## src/rtl/ghost_dir_gen.sv

```systemverilog
// Round-robin random direction generator, one channel per ghost; GHOST_NO_REVERSE_EN avoids reversals except at dead ends.
// Latency 4..7 cycles from req to done; requests never stall, repeats merge into a per-channel pending bit.
module ghost_dir_gen #(
    parameter int          NUM_GHOSTS = 4,
    parameter int          LFSR_W     = 16,
    parameter logic [15:0] SEED       = 16'hACE1
) (
    input  logic                      Clk,
    input  logic                      Reset_n,
    input  logic [NUM_GHOSTS-1:0]     req,
    input  logic [4*NUM_GHOSTS-1:0]   allowed,
    output logic [8*NUM_GHOSTS-1:0]   dir,
    output logic [NUM_GHOSTS-1:0]     done,
    output logic [NUM_GHOSTS-1:0]     stuck,
    output logic                      busy
);

    localparam int                CH_W     = (NUM_GHOSTS > 1) ? $clog2(NUM_GHOSTS) : 1;
    localparam logic [LFSR_W-1:0] TAPS     = LFSR_W'(16'hB400);
    localparam logic [LFSR_W-1:0] SEED_EFF = (SEED == 16'h0000) ? LFSR_W'(1) : LFSR_W'(SEED);

    typedef enum logic [1:0] {S_IDLE, S_SAMPLE, S_SCAN, S_COMMIT} state_t;

    state_t                  state_q, state_d;
    logic [LFSR_W-1:0]       lfsr_q, lfsr_d;
    logic [NUM_GHOSTS-1:0]   pending_q, pending_d;
    logic [CH_W-1:0]         rr_q, rr_d;
    logic [CH_W-1:0]         ch_q, ch_d;
    logic [3:0]              mask_q, mask_d;
    logic [1:0]              cand_q, cand_d;
    logic [1:0]              scan_cnt_q, scan_cnt_d;
    logic                    stuck_q, stuck_d;
    logic [2*NUM_GHOSTS-1:0] idx_q, idx_d;

    logic                    found;
    logic [CH_W-1:0]         pick_ch;
    logic [NUM_GHOSTS-1:0]   clr;
    int                      scan_idx;
`ifdef GHOST_NO_REVERSE_EN
    logic [1:0]              cur_idx;
    logic [3:0]              rmask;
`endif

    function automatic logic [7:0] keycode(input logic [1:0] i);
        case (i)
            2'd0:    keycode = 8'h04;
            2'd1:    keycode = 8'h07;
            2'd2:    keycode = 8'h16;
            default: keycode = 8'h1A;
        endcase
    endfunction

    always_comb begin
        found    = 1'b0;
        pick_ch  = '0;
        scan_idx = 0;
        // Descending offsets so the nearest pending channel after rr_q wins.
        for (int k = NUM_GHOSTS - 1; k >= 0; k--) begin
            scan_idx = int'(rr_q) + k;
            if (scan_idx >= NUM_GHOSTS) scan_idx = scan_idx - NUM_GHOSTS;
            if (pending_q[CH_W'(scan_idx)]) begin
                found   = 1'b1;
                pick_ch = CH_W'(scan_idx);
            end
        end
    end

    always_comb begin
        state_d    = state_q;
        lfsr_d     = (lfsr_q >> 1) ^ (lfsr_q[0] ? TAPS : '0);
        rr_d       = rr_q;
        ch_d       = ch_q;
        mask_d     = mask_q;
        cand_d     = cand_q;
        scan_cnt_d = scan_cnt_q;
        stuck_d    = stuck_q;
        idx_d      = idx_q;
        clr        = '0;
`ifdef GHOST_NO_REVERSE_EN
        cur_idx    = idx_q[{ch_q, 1'b0} +: 2];
        rmask      = 4'b0001 << (cur_idx ^ 2'b01);
`endif
        case (state_q)
            S_IDLE: begin
                if (found) begin
                    ch_d    = pick_ch;
                    mask_d  = allowed[{pick_ch, 2'b00} +: 4];
                    state_d = S_SAMPLE;
                end
            end
            S_SAMPLE: begin
                cand_d     = lfsr_q[1:0];
                scan_cnt_d = 2'd0;
                stuck_d    = 1'b0;
`ifdef GHOST_NO_REVERSE_EN
                if ((mask_q & ~rmask) != 4'b0000) mask_d = mask_q & ~rmask;
`endif
                state_d    = S_SCAN;
            end
            S_SCAN: begin
                if (mask_q == 4'b0000) begin
                    stuck_d = 1'b1;
                    state_d = S_COMMIT;
                end else if (mask_q[cand_q]) begin
                    idx_d[{ch_q, 1'b0} +: 2] = cand_q;
                    state_d = S_COMMIT;
                end else if (scan_cnt_q == 2'd3) begin
                    // A nonzero mask always hits within four candidates; kept as a safe exit.
                    stuck_d = 1'b1;
                    state_d = S_COMMIT;
                end else begin
                    cand_d     = cand_q + 2'd1;
                    scan_cnt_d = scan_cnt_q + 2'd1;
                end
            end
            default: begin
                clr[ch_q] = 1'b1;
                rr_d      = (ch_q == CH_W'(NUM_GHOSTS - 1)) ? '0 : ch_q + 1'b1;
                state_d   = S_IDLE;
            end
        endcase
        // A request landing in the commit cycle re-arms the channel.
        pending_d = (pending_q & ~clr) | req;
    end

    always_ff @(posedge Clk or negedge Reset_n) begin
        if (!Reset_n) begin
            state_q    <= S_IDLE;
            lfsr_q     <= SEED_EFF;
            pending_q  <= '0;
            rr_q       <= '0;
            ch_q       <= '0;
            mask_q     <= '0;
            cand_q     <= '0;
            scan_cnt_q <= '0;
            stuck_q    <= 1'b0;
            idx_q      <= '0;
        end else begin
            state_q    <= state_d;
            lfsr_q     <= lfsr_d;
            pending_q  <= pending_d;
            rr_q       <= rr_d;
            ch_q       <= ch_d;
            mask_q     <= mask_d;
            cand_q     <= cand_d;
            scan_cnt_q <= scan_cnt_d;
            stuck_q    <= stuck_d;
            idx_q      <= idx_d;
        end
    end

    always_comb begin
        done  = '0;
        stuck = '0;
        if (state_q == S_COMMIT) begin
            done[ch_q]  = 1'b1;
            stuck[ch_q] = stuck_q;
        end
    end

    assign busy = (state_q != S_IDLE);

    for (genvar c = 0; c < NUM_GHOSTS; c++) begin : g_dir
        assign dir[8*c +: 8] = keycode(idx_q[2*c +: 2]);
    end

endmodule

```

## config.mk

```make
export PLATFORM = sky130hd
export DESIGN_NAME = ghost_dir_gen
export DESIGN_NICKNAME = d
export VERILOG_FILES = /design/src/rtl/ghost_dir_gen.sv
export SDC_FILE = /design/constraint.sdc
export NUM_CORES = 1
export LEC_CHECK = 0
export BUFFER_PORTS_ARGS = -buffer_cell sky130_fd_sc_hd__buf_2
export CORE_MARGIN = 2
export CORE_UTILIZATION = 49
export CTS_BUF_LIST = sky130_fd_sc_hd__clkbuf_4
export CTS_CLUSTER_SIZE = 30
export DETAILED_ROUTE_END_ITERATION = 12
export GPL_TIMING_DRIVEN = 1
export HOLD_SLACK_MARGIN = 0.05
export PLACE_DENSITY_LB_ADDON = 0.15
export SETUP_SLACK_MARGIN = 0.15
export SLEW_MARGIN = 20
export SYNTH_ARGS = -nofsm -noshare
export SYNTH_HDL_FRONTEND = slang
export SYNTH_SLANG_ARGS = --single-unit
export TNS_END_PERCENT = 20
```

## constraint.sdc

```tcl
create_clock -name Clk -period 1.6 [get_ports Clk]
set_input_delay 0.32 -clock Clk [delete_from_list [all_inputs] [get_ports Clk]]
set_output_delay 0.32 -clock Clk [all_outputs]
set_load 0.02 [all_outputs]
```

After elaboration in Yosys (flattened, before gate mapping)
Cells that the tools add are included. W data, S select, Z words.

Flip-flop bits (word level): 43. Output and inout bits: 41. Logic and storage cells: 131.

Add/subtract/negate cells: 11. Order comparisons: 11. Equal/unequal tests: 20. Shift-type cells: 3. Multiplexer cells: 55. Bitwise gates (word level): 6. Reduce and logical (&&, ||, !) cells: 15.

Operators with widths (number): $pmux W5 S3 (4); $mux W2 (19); $mux W1 (17); $eq A2 B2 Y1 const B (8); $lt A2 B4 Y1 const B (4); $mux W16 (1); $shiftx A16 B5 Y4 (1); $xor A15 B16 Y16 (1); $mux W4 (3); $bmux W1 S2 (5); $eq A2 B1 Y1 const B (5); $logic_not A2 Y1 (5); $ge A3 B3 Y1 const B (3); $and A4 B4 Y4 (2); $bwmux W8 (1); $ne A2 B2 Y1 const B (4); $pmux W2 S2 (2); $shift A2 B5 Y8 const A (1); $shiftx A2 B5 Y8 (1); $sub A2 B1 Y2 const B (4); $add A2 B1 Y2 const B (3); $add A2 B2 Y3 const B (2); $lt A2 B3 Y1 const B (2); $ne A3 B3 Y1 const B (2); other kinds (18) (21).

Longest topological paths before layout
Depth after elaboration: 12. Depth in mapped cells: 7. Depth with buffers taken out: 7.

Worst setup path after synthesis
Ideal clock, no wire load.

Kind: register to register. Start: register rr_q[1]. End: register mask_q[0]. Setup time: 0.140 ns. Arrival time: 1.620 ns. Slack: -0.160 ns. Cell stages (with the launch flop): 7. Cell sequence: dfrtp_1 -> mux2i_1 -> nor2_1 -> or3_1 -> buf_2 -> a2111oi_0 -> a211oi_1.

Cells in the longest elaborated chain, start to end: 11. Elaborated cells between the ends (all ways): 37. Those cells by class: add/sub: 7; order compare: 4; shift: 1; mux: 24; reduce/logical: 1.

RTL lines: from (decl) (line 27) `logic [CH_W-1:0] rr_q, rr_d;`; from (signal assigned) (line 142) `rr_q <= rr_d;`; $add A2 B2 Y3 (line 59) `scan_idx = int'(rr_q) + k;`; $ge A3 B3 Y1 or $sub A2 B1 Y2 (tied branches) (line 60) `if (scan_idx >= NUM_GHOSTS) scan_idx = scan_idx - NUM_GHOSTS;`; $mux W2 (line 60); $bmux W1 S2 (line 61) `if (pending_q[CH_W'(scan_idx)]) begin`; $mux W1 (implied by the code) (2 in a row) (line 61); $mux W2 or $mux W1 (tied branches) (4 in a row) (line 61); $shiftx A16 B5 Y4 or $reduce_and A2 Y1 (tied branches); to (signal assigned) (line 144) `mask_q <= mask_d;`; to (decl) (line 29) `logic [3:0] mask_q, mask_d;`.

Parallel ways exist; a longest one is shown, timed or not. The select of a mux whose other input is x is not followed. A chain may end at the register's enable or synchronous reset.

Worst setup path in the final report
Same ends and word-level chain as after synthesis.

==> PnR_summary.wiki <==
{| class="wikitable"
! Metric !! Value
|-
| Status || finished with violations
|-
| Failing checks || negative setup slack
|-
| Vias || between 1500 and 2000
|-
| Warnings from Yosys || 0
|-
| RSZ-0062 raised after global routing || true
|-
| Wire length of the first global-routing pass || roughly 9000 µm
|-
| Power share of the sequential group || around 25%
|-
| DPL Wire Length || about 3500 µm
|-
| Share of flip-flops with an asynchronous set or reset after synthesis || 100%
|-
| Maximum fanout along the worst path || 4
|-
| Internal Pwr Total || ~4100 µW
|-
| Final instance area || around 3400 µm²
|-
| Critical path start-end classification || reg -> reg
|-
| Worst slack at placement || -0.229 ns
|-
| Total setup violations reported at the end of the flow || 25
|-
| Horiz. Die Dim || 71.8 µm
|-
| Power density over the cells || slightly below 2000 nW/µm²
|-
| Fillers || between 200 and 300
|-
| CP Data Arrival Time || around 2.0 ns
|-
| Max-cap check violation count || 0
|-
| Post-route setup slack || -0.157 ns
|-
| Root buffer cell || sky130_fd_sc_hd__clkbuf_4
|-
| Cell chain of the critical path || mux2i_1, nor2_2, or3_4, a2111oi_2, a211oi_2
|-
| Source-to-sink clock delay at the later pin of the worst-skew pair || 0.35 ns
|-
| Final RePlAce weighted congestion || 0.771
|-
| Routed len/inst || roughly 15 µm
|-
| Total clock buffers created by CTS || 5
|-
| Count of mapped cells out of synthesis || 213
|-
| Core region area || 4380 µm²
|-
| Synth unique cells || 43
|-
| Fin crit period || between 1.5 and 2 ns
|-
| Antenna violations before repair || 0
|-
| Peak supply drop || around 1.4 mV
|-
| Share of total power in combinational logic || between 60% and 70%
|-
| Combined global-route utilization of all metal layers || between 20% and 30%
|-
| 1st-iter DRT viols || slightly below 100
|-
| Crit start category || flop
|-
| Final Hold Violating Endpoints || 0
|-
| Port Buffers || 50
|-
| Cells after DPL || approximately 330
|-
| Instance area after placement || between 2000 and 3000 µm²
|-
| Layout Nets || 345
|-
| Proportion of total power due to net switching || 38.9%
|-
| Mean instance size in the synthesized netlist || 10.6 µm²
|-
| Vertical die dimension || 71.8 µm
|-
| Antenna diode instance count || 0
|-
| Period utilisation layout || 110%
|-
| Most common cell after layout, fill and taps aside || sky130_fd_sc_hd__buf_4
|-
| Die outline area || roughly 5100 µm²
|-
| Initial Util || between 50% and 60%
|-
| Largest buffer count on any clock path || 2
|-
| Number of clock sinks || between 40 and 50
|-
| Layout cell share with drive strength beyond 1 || 55.9%
|-
| Highest Clock Rate || between 500 and 600 MHz
|-
| Proportion of synthesized chip area in sequential cells || between 40 and 50%
|-
| Reg2reg setup slack || -0.16 ns
|-
| Kind of cell adding the most delay to the critical path || compound AO/OA/AOI/OAI gates
|-
| DRC || 0
|-
| Min-Delay Path Class || in -> reg
|-
| Rows || 24
|-
| Register bit total from synthesis || 43
|-
| Clock slew seen by the registers of the worst setup and hold paths || between 0.1 and 0.15 ns
|-
| Critical Path Sink Type || flop
|-
| Number of vias per cell after detailed routing || 5.25
|-
| Critical path buffer and inverter count || 0
|-
| TritonCTS clock tree || built
|-
| Finished Layout Cells || approximately 360
|-
| Remaining antenna violation count || 0
|-
| Area grow syn2layout || 50.6%
|-
| IO Pins || 63
|-
| Via count of the first global-routing pass || around 1900
|-
| Required arrival time at the worst endpoint || roughly 1.8 ns
|-
| Post-synth design cell area || approximately 2200 µm²
|-
| CTS H-tree lvls || 2
|-
| Count of TritonRoute iterations in the first routing pass || 4
|-
| Final number of max-transition violations || 0
|-
| Delay of the slowest critical-path stage || ~0.44 ns
|-
| Pin count of the biggest net entering global routing || 44
|-
| Predominant post-synthesis flop cell || sky130_fd_sc_hd__dfrtp_1
|-
| Count of flip-flops with a built-in enable after synthesis || 0
|-
| Total net switching power || 2620 µW
|-
| Library cell contributing the largest single delay on the critical path || sky130_fd_sc_hd__a2111oi_2
|-
| Post-Route WL || 5570 µm
|-
| Total grt overflow || 0
|-
| Leakage power of the design || 0.00168 µW
|-
| Clock network fraction of design power || around 13%
|-
| Register area || approximately 1100 µm²
|-
| Most frequent cells in the layout || sky130_fd_sc_hd__buf_4, sky130_fd_sc_hd__dfrtp_1, sky130_fd_sc_hd__buf_2
|-
| Clock Skew || about 0.009 ns
|-
| Final standard cell utilization of the core || roughly 77%
|-
| Area of the multi-input gates || approximately 1300 µm²
|}
layer usage:
metal	part of all wire (%)	up-vias	track usage (%)
li1	-	897	-
met1	42	932	28.6
met2	52	67	37.3
met3	4.3	8	4.78
met4	1.4	0	6.92
met5	0	-	0
worst reg2reg max path, delay by kind of cell, from the launching register on:
kind / cells / cell delay [ns]
compound gates: 2 / 0.52
flops: 1 / 0.42
mux: 1 / 0.23
simple gates: 2 / 0.47
synthesized netlist by cell type (2+ instances only):
cell / n / share of area [%]
sky130_fd_sc_hd__buf_4: 12 / 4.0
sky130_fd_sc_hd__nand2_1: 21 / 3.5
sky130_fd_sc_hd__nand2b_1: 2 / 0.56
sky130_fd_sc_hd__o21ai_0: 4 / 0.89
sky130_fd_sc_hd__nor4_1: 2 / 0.56
sky130_fd_sc_hd__nor2_1: 15 / 2.5
sky130_fd_sc_hd__mux2i_1: 5 / 2.2
sky130_fd_sc_hd__nor4b_1: 2 / 0.78
sky130_fd_sc_hd__a211oi_1: 4 / 1.3
sky130_fd_sc_hd__or3_1: 2 / 0.56
sky130_fd_sc_hd__mux2_2: 5 / 2.5
sky130_fd_sc_hd__dfrtp_1: 35 / 39
sky130_fd_sc_hd__inv_1: 14 / 2.3
sky130_fd_sc_hd__or2_2: 4 / 1.1
sky130_fd_sc_hd__dfstp_2: 8 / 9.3
sky130_fd_sc_hd__ha_1: 13 / 7.2
sky130_fd_sc_hd__a2111oi_0: 4 / 1.6
sky130_fd_sc_hd__nor2b_1: 5 / 1.4
sky130_fd_sc_hd__and2_1: 5 / 1.4
sky130_fd_sc_hd__nor3_1: 4 / 0.89
sky130_fd_sc_hd__mux2_1: 6 / 3.0
sky130_fd_sc_hd__and3_1: 4 / 1.1
sky130_fd_sc_hd__clkbuf_1: 6 / 1.0
sky130_fd_sc_hd__a21o_1: 5 / 1.7
sky130_fd_sc_hd__a21oi_1: 6 / 1.3
sky130_fd_sc_hd__xor2_1: 3 / 1.2
final cells by class:
class                      instances  area share (%)
clock buffer                       6            1.33
inverter                          15            1.74
sequential                        43            32.1
tap                               52            1.92
clock inverter                     2            1.77
timing repair buffer              98            22.5
multi-input combinational        147            38.6
through the flow:
step | setup TNS [ns] | hold slack, ns | power (µW)
2_1_floorplan | -1.09 | 0.0244 | 3530
3_3_place_gp | -1.90 | 0.310 | 4470
3_5_place_dp | -2.75 | 0.310 | 4560
4_1_cts | -1.76 | 0.136 | 6200
5_1_grt | -3.72 | 0.128 | 7140
6_report | -1.95 | 0.144 | 6720
timing repair:
action	in CTS	in global routing
pin swaps	14	15
setup endpoints to repair	34	43
hold buffers	1	0
endpoints found under the hold margin	35	0
resized for setup	61	33
buffers inserted	13	7
state kept, by name, summed over array words and instances (netlist names):
name / flops
rr_q: 2
cand_q: 2
idx_q: 8
stuck_q: 1
ch_q: 2
lfsr_q: 16
mask_q: 4
scan_cnt_q: 2
pending_q: 4
state_q: 2
power groups by stage:
| stage | logic (µW) | registers (µW) | clock network (µW) |
|---|---|---|---|
| after floorplan | 1900 | 1630 | 0 |
| after global placement | 2860 | 1620 | 0 |
| after detailed placement | 2930 | 1630 | 0 |
| after CTS | 3710 | 1620 | 867 |
| after global routing | 4510 | 1700 | 932 |
| final | 4210 | 1650 | 856 |
path summary, 6_finish.rpt:
path	from	to	depth (start not counted)
worst max-delay path	rr_q[1]$_DFFE_PN0N_	mask_q[0]$_DFFE_PN0P_	5
worst min-delay path	req[3]	pending_q[3]$_DFF_PN0_	2
worst max register to register	rr_q[1]$_DFFE_PN0N_	mask_q[0]$_DFFE_PN0P_	5
worst min register to register	lfsr_q[4]$_DFF_PN0_	lfsr_q[3]$_DFF_PN0_	0
max in group asynchronous	Reset_n	lfsr_q[10]$_DFF_PN1_	3
min in group asynchronous	Reset_n	pending_q[1]$_DFF_PN0_	3
kinds of logic (layout without fill, tap and decap cells):
group	Yosys count	count (layout)	synth area share, %
buffers and inverters	34	121	7.73
AND/OR/NAND/NOR	69	69	15.9
flip-flops	43	43	48.3
multiplexers	17	17	8.73
AO/OA/AOI/OAI	33	33	10.8
XOR/XNOR	3	3	1.17
adder cells (fa/ha/maj)	13	13	7.23
other	1	12	0.167
No activity file was read; power rests on OpenSTA's default activity.
